$ cat src/rtl/perf_counter_pkg.sv
// Shared types and helpers for the performance counter bank.
package perf_counter_pkg;

  typedef enum logic {
    MODE_WRAP     = 1'b0,
    MODE_SATURATE = 1'b1
  } counter_mode_e;

  // Select width never drops to zero, so a single-channel bank still has a legal rd_sel port.
  function automatic int clog2_min1(input int n);
    return (n <= 1) ? 1 : $clog2(n);
  endfunction

endpackage

$ cat src/rtl/counter_channel.sv
// One performance counter channel: live count, sticky overflow flag and snapshot shadow.
module counter_channel
  import perf_counter_pkg::*;
#(
  parameter int            WIDTH  = 32,
  parameter int            STEP_W = 4,
  parameter counter_mode_e MODE   = MODE_WRAP
) (
  input  logic              clk,
  input  logic              reset,
  input  logic              enable,
  input  logic [STEP_W-1:0] step,
  input  logic              clear,
  input  logic              snapshot,
  input  logic              ovf_clr,
  output logic [WIDTH-1:0]  count,
  output logic              ovf,
  output logic [WIDTH-1:0]  shadow
);

  logic [WIDTH:0]   sum;
  logic             carry;
  logic             ovf_event;
  logic [WIDTH-1:0] next_count;

  // NOTE: every always_comb output gets a default first, so no path can infer a latch.
  always_comb begin
    sum        = {1'b0, count} + {{(WIDTH + 1 - STEP_W){1'b0}}, step};
    carry      = sum[WIDTH];
    ovf_event  = enable & carry;
    next_count = count;
    if (enable) begin
      if (carry && (MODE == MODE_SATURATE)) begin
        next_count = '1;
      end else begin
        next_count = sum[WIDTH-1:0];
      end
    end
  end

  // NOTE: state uses non-blocking assignments so the snapshot sees count as it was before this edge.
  always_ff @(posedge clk) begin
    if (!reset) begin
      count  <= '0;
      ovf    <= 1'b0;
      // NOTE: the shadow is plain flops, not a RAM, so resetting it is cheap and keeps readback defined.
      shadow <= '0;
    end else begin
      if (snapshot) begin
        shadow <= count;
      end
      if (clear) begin
        count <= '0;
        ovf   <= 1'b0;
      end else begin
        count <= next_count;
        if (ovf_event) begin
          ovf <= 1'b1;
        end else if (ovf_clr) begin
          ovf <= 1'b0;
        end
      end
    end
  end

endmodule

$ cat src/rtl/perf_counter_bank.sv
// Bank of independent event counters with atomic snapshot and a registered shadow readback port.
module perf_counter_bank
  import perf_counter_pkg::*;
#(
  parameter int            NUM_CH   = 4,
  parameter int            WIDTH    = 32,
  parameter int            STEP_W   = 4,
  parameter counter_mode_e MODE     = MODE_WRAP,
  localparam int           CH_SEL_W = clog2_min1(NUM_CH)
) (
  input  logic                     clk,
  input  logic                     reset,
  input  logic [NUM_CH-1:0]        enable,
  input  logic [NUM_CH*STEP_W-1:0] step,
  input  logic                     clear,
  input  logic                     snapshot,
  input  logic [NUM_CH-1:0]        ovf_clr,
  input  logic [CH_SEL_W-1:0]      rd_sel,
  output logic [NUM_CH*WIDTH-1:0]  count,
  output logic [NUM_CH-1:0]        ovf,
  output logic                     any_ovf,
  output logic [WIDTH-1:0]         rd_count
);

  logic [WIDTH-1:0] shadow [NUM_CH];
  logic [WIDTH-1:0] rd_next;

  for (genvar i = 0; i < NUM_CH; i++) begin : g_ch
    counter_channel #(
      .WIDTH  (WIDTH),
      .STEP_W (STEP_W),
      .MODE   (MODE)
    ) u_ch (
      .clk      (clk),
      .reset    (reset),
      .enable   (enable[i]),
      .step     (step[i*STEP_W +: STEP_W]),
      .clear    (clear),
      .snapshot (snapshot),
      .ovf_clr  (ovf_clr[i]),
      .count    (count[i*WIDTH +: WIDTH]),
      .ovf      (ovf[i]),
      .shadow   (shadow[i])
    );
  end

  assign any_ovf = |ovf;

  // Select codes beyond the last channel fall through to zero.
  always_comb begin
    rd_next = '0;
    for (int i = 0; i < NUM_CH; i++) begin
      if (rd_sel == CH_SEL_W'(i)) begin
        rd_next = shadow[i];
      end
    end
  end

  always_ff @(posedge clk) begin
    if (!reset) begin
      rd_count <= '0;
    end else begin
      rd_count <= rd_next;
    end
  end

endmodule
$ cat config.mk
export PLATFORM = sky130hd
export DESIGN_NAME = perf_counter_bank
export DESIGN_NICKNAME = d
export VERILOG_FILES = /design/src/rtl/perf_counter_pkg.sv /design/src/rtl/counter_channel.sv /design/src/rtl/perf_counter_bank.sv
export SDC_FILE = /design/constraint.sdc
export NUM_CORES = 1
export LEC_CHECK = 0
export ABC_AREA = 1
export ABC_CLOCK_PERIOD_IN_PS = 1700
export CELL_PAD_IN_SITES_DETAIL_PLACEMENT = 1
export CELL_PAD_IN_SITES_GLOBAL_PLACEMENT = 2
export CORE_ASPECT_RATIO = 0.5
export CORE_MARGIN = 10
export CORE_UTILIZATION = 27
export DETAILED_ROUTE_END_ITERATION = 8
export GPL_TIMING_DRIVEN = 0
export PLACE_DENSITY_LB_ADDON = 0.1
export SYNTH_ARGS = -nofsm -noshare
export SYNTH_HDL_FRONTEND = slang
export SYNTH_SLANG_ARGS = --single-unit
$ cat constraint.sdc
create_clock -name clk -period 1.7 [get_ports clk]
set_input_delay 0.17 -clock clk [delete_from_list [all_inputs] [get_ports clk]]
set_output_delay 0.17 -clock clk [all_outputs]
set_load 0.05 [all_outputs]
# Word-level counts from Yosys, hierarchy flattened
# Cells that the tools add are included.
[totals]
reg_bits = 292
input_bits = 30
elab_cells = 44
[op_classes]
addsub = 4
eq_ne = 3
muxes = 12
bitwise = 5
reduce_logical = 7
[op_table]
columns = ["operator", "n"]
rows = [
  ["$add A32 B4 Y33", 4],
  ["$mux W32", 4],
  ["$mux W1", 8],
  ["$reduce_bool A2 Y1", 4],
  ["$and A1 B1 Y1", 4],
  ["$eq A2 B2 Y1 const B", 2],
  ["$reduce_or A4 Y1", 1],
  ["$eq A2 B1 Y1 const B", 1],
  ["$logic_not A2 Y1", 1],
  ["$reduce_or A2 Y1", 1],
  ["$not A1 Y1", 1],
]

# Depth between registers and ports, before layout
[depth]
word_depth = 5
ltp_mapped = 12
depth_no_buf = 12

# Modules after synthesis
# From an unflattened synthesis, not the netlist that was laid out.
[unflattened]
cells_unflattened = 2235
hier_area_um2 = 14450.1
[modules_own_cells]
columns = ["module", "n_inst", "cells_each", "area_per_inst_um2", "seq_area_each_um2"]
rows = [
  ["counter_channel at g_ch[0].u_ch ...", 3, 479, 3138.0, 1301.2],
  ["counter_channel at g_ch[1].u_ch", 1, 479, 3161.8, 1301.2],
  ["perf_counter_bank", 1, 319, 1874.3, 640.6],
]

# Least setup slack after synthesis
# No wires, ideal clock.
[synth_path]
path_type = "register to register"
from = "register g_ch[2].u_ch.count[0]"
to = "register g_ch[2].u_ch.count[8]"
setup_ns = 0.116
arrival_time_ns = 2.157
required_time_ns = 1.584
path_slack_ns = -0.572
path_stages_with_launch = 11
path_buffers = 0
period_less_slack_ns = 2.272
path_cell_list = "dfxtp_1 -> ha_1 -> inv_1 -> fa_1 -> nor2_1 -> nand2_1 -> nand2_1 -> nand3_1 -> or2_0 -> o21ai_0 -> nor2_1"
[synth_via]
elab_chain_len = 1
[synth_lines]
columns = ["element", "line_no", "source"]
rows = [
  ["start: declaration", "counter_channel.sv:16", "output logic [WIDTH-1:0] count,"],
  ["start signal: assignment", "counter_channel.sv:56", "count <= next_count;"],
  ["$add A32 B4 Y33", "counter_channel.sv:28", "sum = {1'b0, count} + {{(WIDTH + 1 - STEP_W){1'b0}}, step};"],
]
# No other way between the ends.
# A chain may end at the register's enable or synchronous reset.

# Final worst setup path
[layout_path]
from = "register g_ch[2].u_ch.count[0]"
to = "register g_ch[2].u_ch.ovf"
[layout_via]
elab_chain_len = 3
[layout_lines]
columns = ["element", "line_no", "source"]
rows = [
  ["$add A32 B4 Y33 *", "counter_channel.sv:28", ""],
  ["$and A1 B1 Y1 *", "counter_channel.sv:30", "ovf_event = enable & carry;"],
  ["$mux W1 / $reduce_bool A2 Y1 (equally long branches)", "n/a", ""],
  ["end signal: assignment", "counter_channel.sv:54", "ovf <= 1'b0;"],
  ["end signal: assignment", "counter_channel.sv:58", "ovf <= 1'b1;"],
  ["end signal: assignment", "counter_channel.sv:60", "ovf <= 1'b0;"],
  ["end: declaration", "counter_channel.sv:17", "output logic ovf,"],
]
# Mark *: on every way between the ends. The rest lies on a longest branch, timed or not.

==> summary.md <==
| Metric | Value |
|---|---|
| Outcome | finished, violations left |
| Violated checks | negative setup slack |
| Clk_lat worst skew | ~0.60 ns |
| Crit-path cells | ha_4 -> inv_2 -> fa_2 -> nor2_4 -> nand2_2 -> nand2_4 -> nand2_4 -> nor2_4 -> nand4_1 -> a21oi_1 |
| Final wirelength | approximately 63000 um |
| Critical path's slowest cell | dfxtp_4 |
| Power share of the sequential group | a little under half |
| Static Leak | between 0.007 and 0.008 uW |
| Yosys warns | 0 |
| Row Count | 57 |
| Remaining antenna violation count | 0 |
| First-pass GRT wire length | around 90000 um |
| CP Max Fanout | 5 |
| FMAX | roughly 0.5 GHz |
| Top_reg_cell synth | dfxtp_1 |
| Initial Utilization | between 20% and 30% |
| Layout cell share with drive strength beyond 1 | between 20 and 25% |
| Routed vias/inst | 4.810 |
| Tot GR Track Use | between 20 and 25% |
| CP Class | flip-flop to flip-flop |
| Number of DRC markers after the initial detailed-route iteration | roughly 950 |
| Final Cell Area | 0.01862 mm^2 |
| Final hold vios | 0 |
| Post-Synthesis Cells | between 1.5k and 2k |
| CTS tree | built |
| Routed length per instance | about 22 um |
| Synth Register Bits | slightly below 300 |
| Post-synthesis sequential area ratio | a little over two fifths |
| H-tree levels | 1 |
| Post-Synthesis Net Count | 1978 |
| Slew Viols, Final | 0 |
| Grt total ovfl | 0 |
| Io pins | about 200 |
| Clock skew | about 0.024 ns |
| Logic pwr share | under 10% |
| Setup crit start kind | flip-flop |
| # DRC | 0 |
| Crit path DAT | 2.50 ns |
| Die X | roughly 340 um |
| Worst Slack Setup Final | -0.2674 ns |
| Slew margin rel. | a little over an eighth |
| TritonRoute pass-1 iters | 5 |
| Worst path max stage delay | between 0.3 and 0.4 ns |
| Min-delay worst type | primary input to flip-flop |
| Slew @ Worst Pin | about 1.3 ns |
| Switching power | 4375 uW |
| Antenna violations before repair | 4 |
| CTS Buf Count | 31 |
| Netlist cell types | 40 |
| Hold bufs inserted after CTS | 0 |
| Pwr Density | between 800 and 900 mW/mm^2 |
| Post-synth EDFFs | 0 |
| Clk sinks | approximately 290 |
| Max IR drop VDD | approximately 0.6 mV |
| Layout Nets | 2265 |
| RSZ-0062 raised after global routing | true |
| Hold_ws | 0.05331 ns |
| Min Tclk post-route | 1.967 ns |
| Count of final setup violators | 31 |
| Max-cap viol count | 0 |
| I/O Buffers | 190 |
| Clock Pin Slew Worst Setup and Hold Paths | about 0.07 ns |
| Dpl cell area | 0.01627 mm^2 |
| Cell Int Power | ~12000 uW |
| Via count | ~14k |
| Synth async-reset ratio | 0% |
| Hpwl dp | slightly below 50000 um |
| Root buf cell | clkbuf_16 |
| Syn-to-layout area delta | 39.03% |
| Filler cells | approximately 6.0k |
| Die height | about 180 um |
| Crit end category | flip-flop |
| Sw Ratio | between 20 and 30% |
| Post-Syn Area | 0.01340 mm^2 |
| Vias in the first global route | between 10k and 15k |
| Core Area | a little under 0.05 mm^2 |
| Die Area | just under 0.06 mm^2 |
| Routability cong. | between 0.8 and 0.9 |
| Largest net degree at the start of global routing | 16 |
| Post-Syn Area per Cell | approximately 6.9 um^2 |
| Part of the cycle the worst path needs | 115.7% |
| Bufs on Longest Clock Path | 3 |
| Clock power share | 44.9% |
| WP data required | 2.23 ns |
cells in the mapped netlist, types with 4 or more instances:
| cell type | count | area [um^2] |
|---|---|---|
| xor2_1 | 11 | 96.34 |
| nor2_2 | 13 | 81.33 |
| o21ai_1 | 4 | 20.02 |
| buf_4 | 4 | 30.03 |
| nor2_1 | 268 | 1006 |
| nand4_1 | 25 | 156.4 |
| nor3_1 | 32 | 160.2 |
| nor2_4 | 4 | 45.04 |
| o21ai_0 | 205 | 1026 |
| buf_2 | 27 | 135.1 |
| clkbuf_1 | 49 | 183.9 |
| dfxtp_1 | 292 | 5846 |
| a21oi_1 | 160 | 800.8 |
| o211ai_1 | 33 | 247.7 |
| fa_1 | 4 | 80.08 |
| inv_2 | 8 | 30.03 |
| buf_1 | 6 | 22.52 |
| inv_1 | 227 | 852.1 |
| nand3b_1 | 7 | 52.55 |
| xnor2_1 | 4 | 35.03 |
| nand2_1 | 376 | 1411 |
| ha_1 | 16 | 200.2 |
| nand3_1 | 120 | 600.6 |
repair_timing:
item,CTS,global route
pin swaps,23,70
gates resized for setup,506,183
cloned,0,2
buffers inserted,20,43
endpoints found under the hold margin,0,0
setup endpoints to repair,262,127
through the flow:
| step | setup TNS [ns] | cells | worst slack, ns | util [%] | total power [uW] |
|---|---|---|---|---|---|
| 2_1_floorplan | -0.8009 | 1928 | -0.1296 | - | 8166 |
| 3_3_place_gp | -71.78 | 2767 | -0.7463 | 33.35 | 8820 |
| 3_5_place_dp | -74.46 | 2767 | -0.7534 | 33.35 | 8825 |
| 4_1_cts | -3.134 | 2845 | -0.3986 | 36.39 | 15980 |
| 5_1_grt | -8.608 | 2889 | -0.3622 | 38.17 | 16550 |
| 6_report | -3.241 | 2890 | -0.2674 | 38.18 | 15940 |
path summary, 6_finish.rpt:
kind                                            start                     to  slack (ns)  cells after the start
worst max-delay path            g_ch[2].u_ch.count[0]       g_ch[2].u_ch.ovf       -0.27                     10
worst max register to register  g_ch[2].u_ch.count[0]       g_ch[2].u_ch.ovf       -0.27                     10
worst min-delay path                        enable[3]  g_ch[3].u_ch.count[6]        0.05                      3
worst min register to register       g_ch[3].u_ch.ovf       g_ch[3].u_ch.ovf        0.49                      2
per-layer routing:
metal / vias to the layer above / track usage, % / share of wire, %
li1: 6837 / - / -
met1: 6729 / 30.75 / 53
met2: 262 / 29.69 / 41
met3: 74 / 3.037 / 4.7
met4: 0 / 3.765 / 1.7
met5: - / 0 / 0
flip-flops by register name (all words and copies together) (netlist names):
signal / flops
rd_count: 32
g_ch.u_ch.shadow: 128
g_ch.u_ch.count: 128
g_ch.u_ch.ovf: 4
worst max-delay path: cells and delay by family, from the launching register on:
family          cells  cell delay (ns)
compound gates      1             0.23
fa+ha+maj           2             0.48
buf+inv             1             0.03
flops               1             0.36
simple gates        6             0.79
power by group through the flow:
| stage | logic (uW) | clock network (uW) | registers (uW) |
|---|---|---|---|
| after floorplan | 660 | 0 | 7510 |
| after global placement | 1450 | 0 | 7370 |
| after detailed placement | 1450 | 0 | 7370 |
| after CTS | 1470 | 7300 | 7210 |
| after global routing | 1730 | 7610 | 7220 |
| final | 1580 | 7160 | 7200 |
placed cells by master, fill, tap and decap left out, drive strengths merged, types with 5 or more instances in the layout:
cell and count:
nand2 380, dfxtp 292, nor2 285, inv 238, o21ai 211, a21oi 160, nand3 123, buf 114
clkbuf 102, clkdlybuf4s15 98, dlygate4sd2 41, nor3 38, o211ai 33, nand4 25, clkdlybuf4s50 25, ha 16
xor2 11, nand3b 7, clkinv 7, clkdlybuf4s18 5
logic make-up after synthesis:
logic type / after synthesis / synth area share [%]
flip-flops: 292 / 43.64
AND/OR/NAND/NOR: 871 / 27.94
adder cells (fa/ha/maj): 20 / 2.092
XOR/XNOR: 15 / 0.9807
AO/OA/AOI/OAI: 407 / 15.94
buffers and inverters: 323 / 9.415
layout make-up:
class | count | area, um^2 | share of cell area, %
timing repair buffer | 253 | 2415 | 12.97
antenna | 1 | 2.502 | 0.01344
inverter | 237 | 900.9 | 4.837
buffer | 86 | 401.6 | 2.157
sequential | 292 | 5951 | 31.95
clock inverter | 12 | 125.1 | 0.6719
multi-input combinational | 1314 | 7102 | 38.13
tap | 649 | 812.0 | 4.360
clock buffer | 46 | 913.4 | 4.905
No activity file was read; power rests on OpenSTA's default activity.
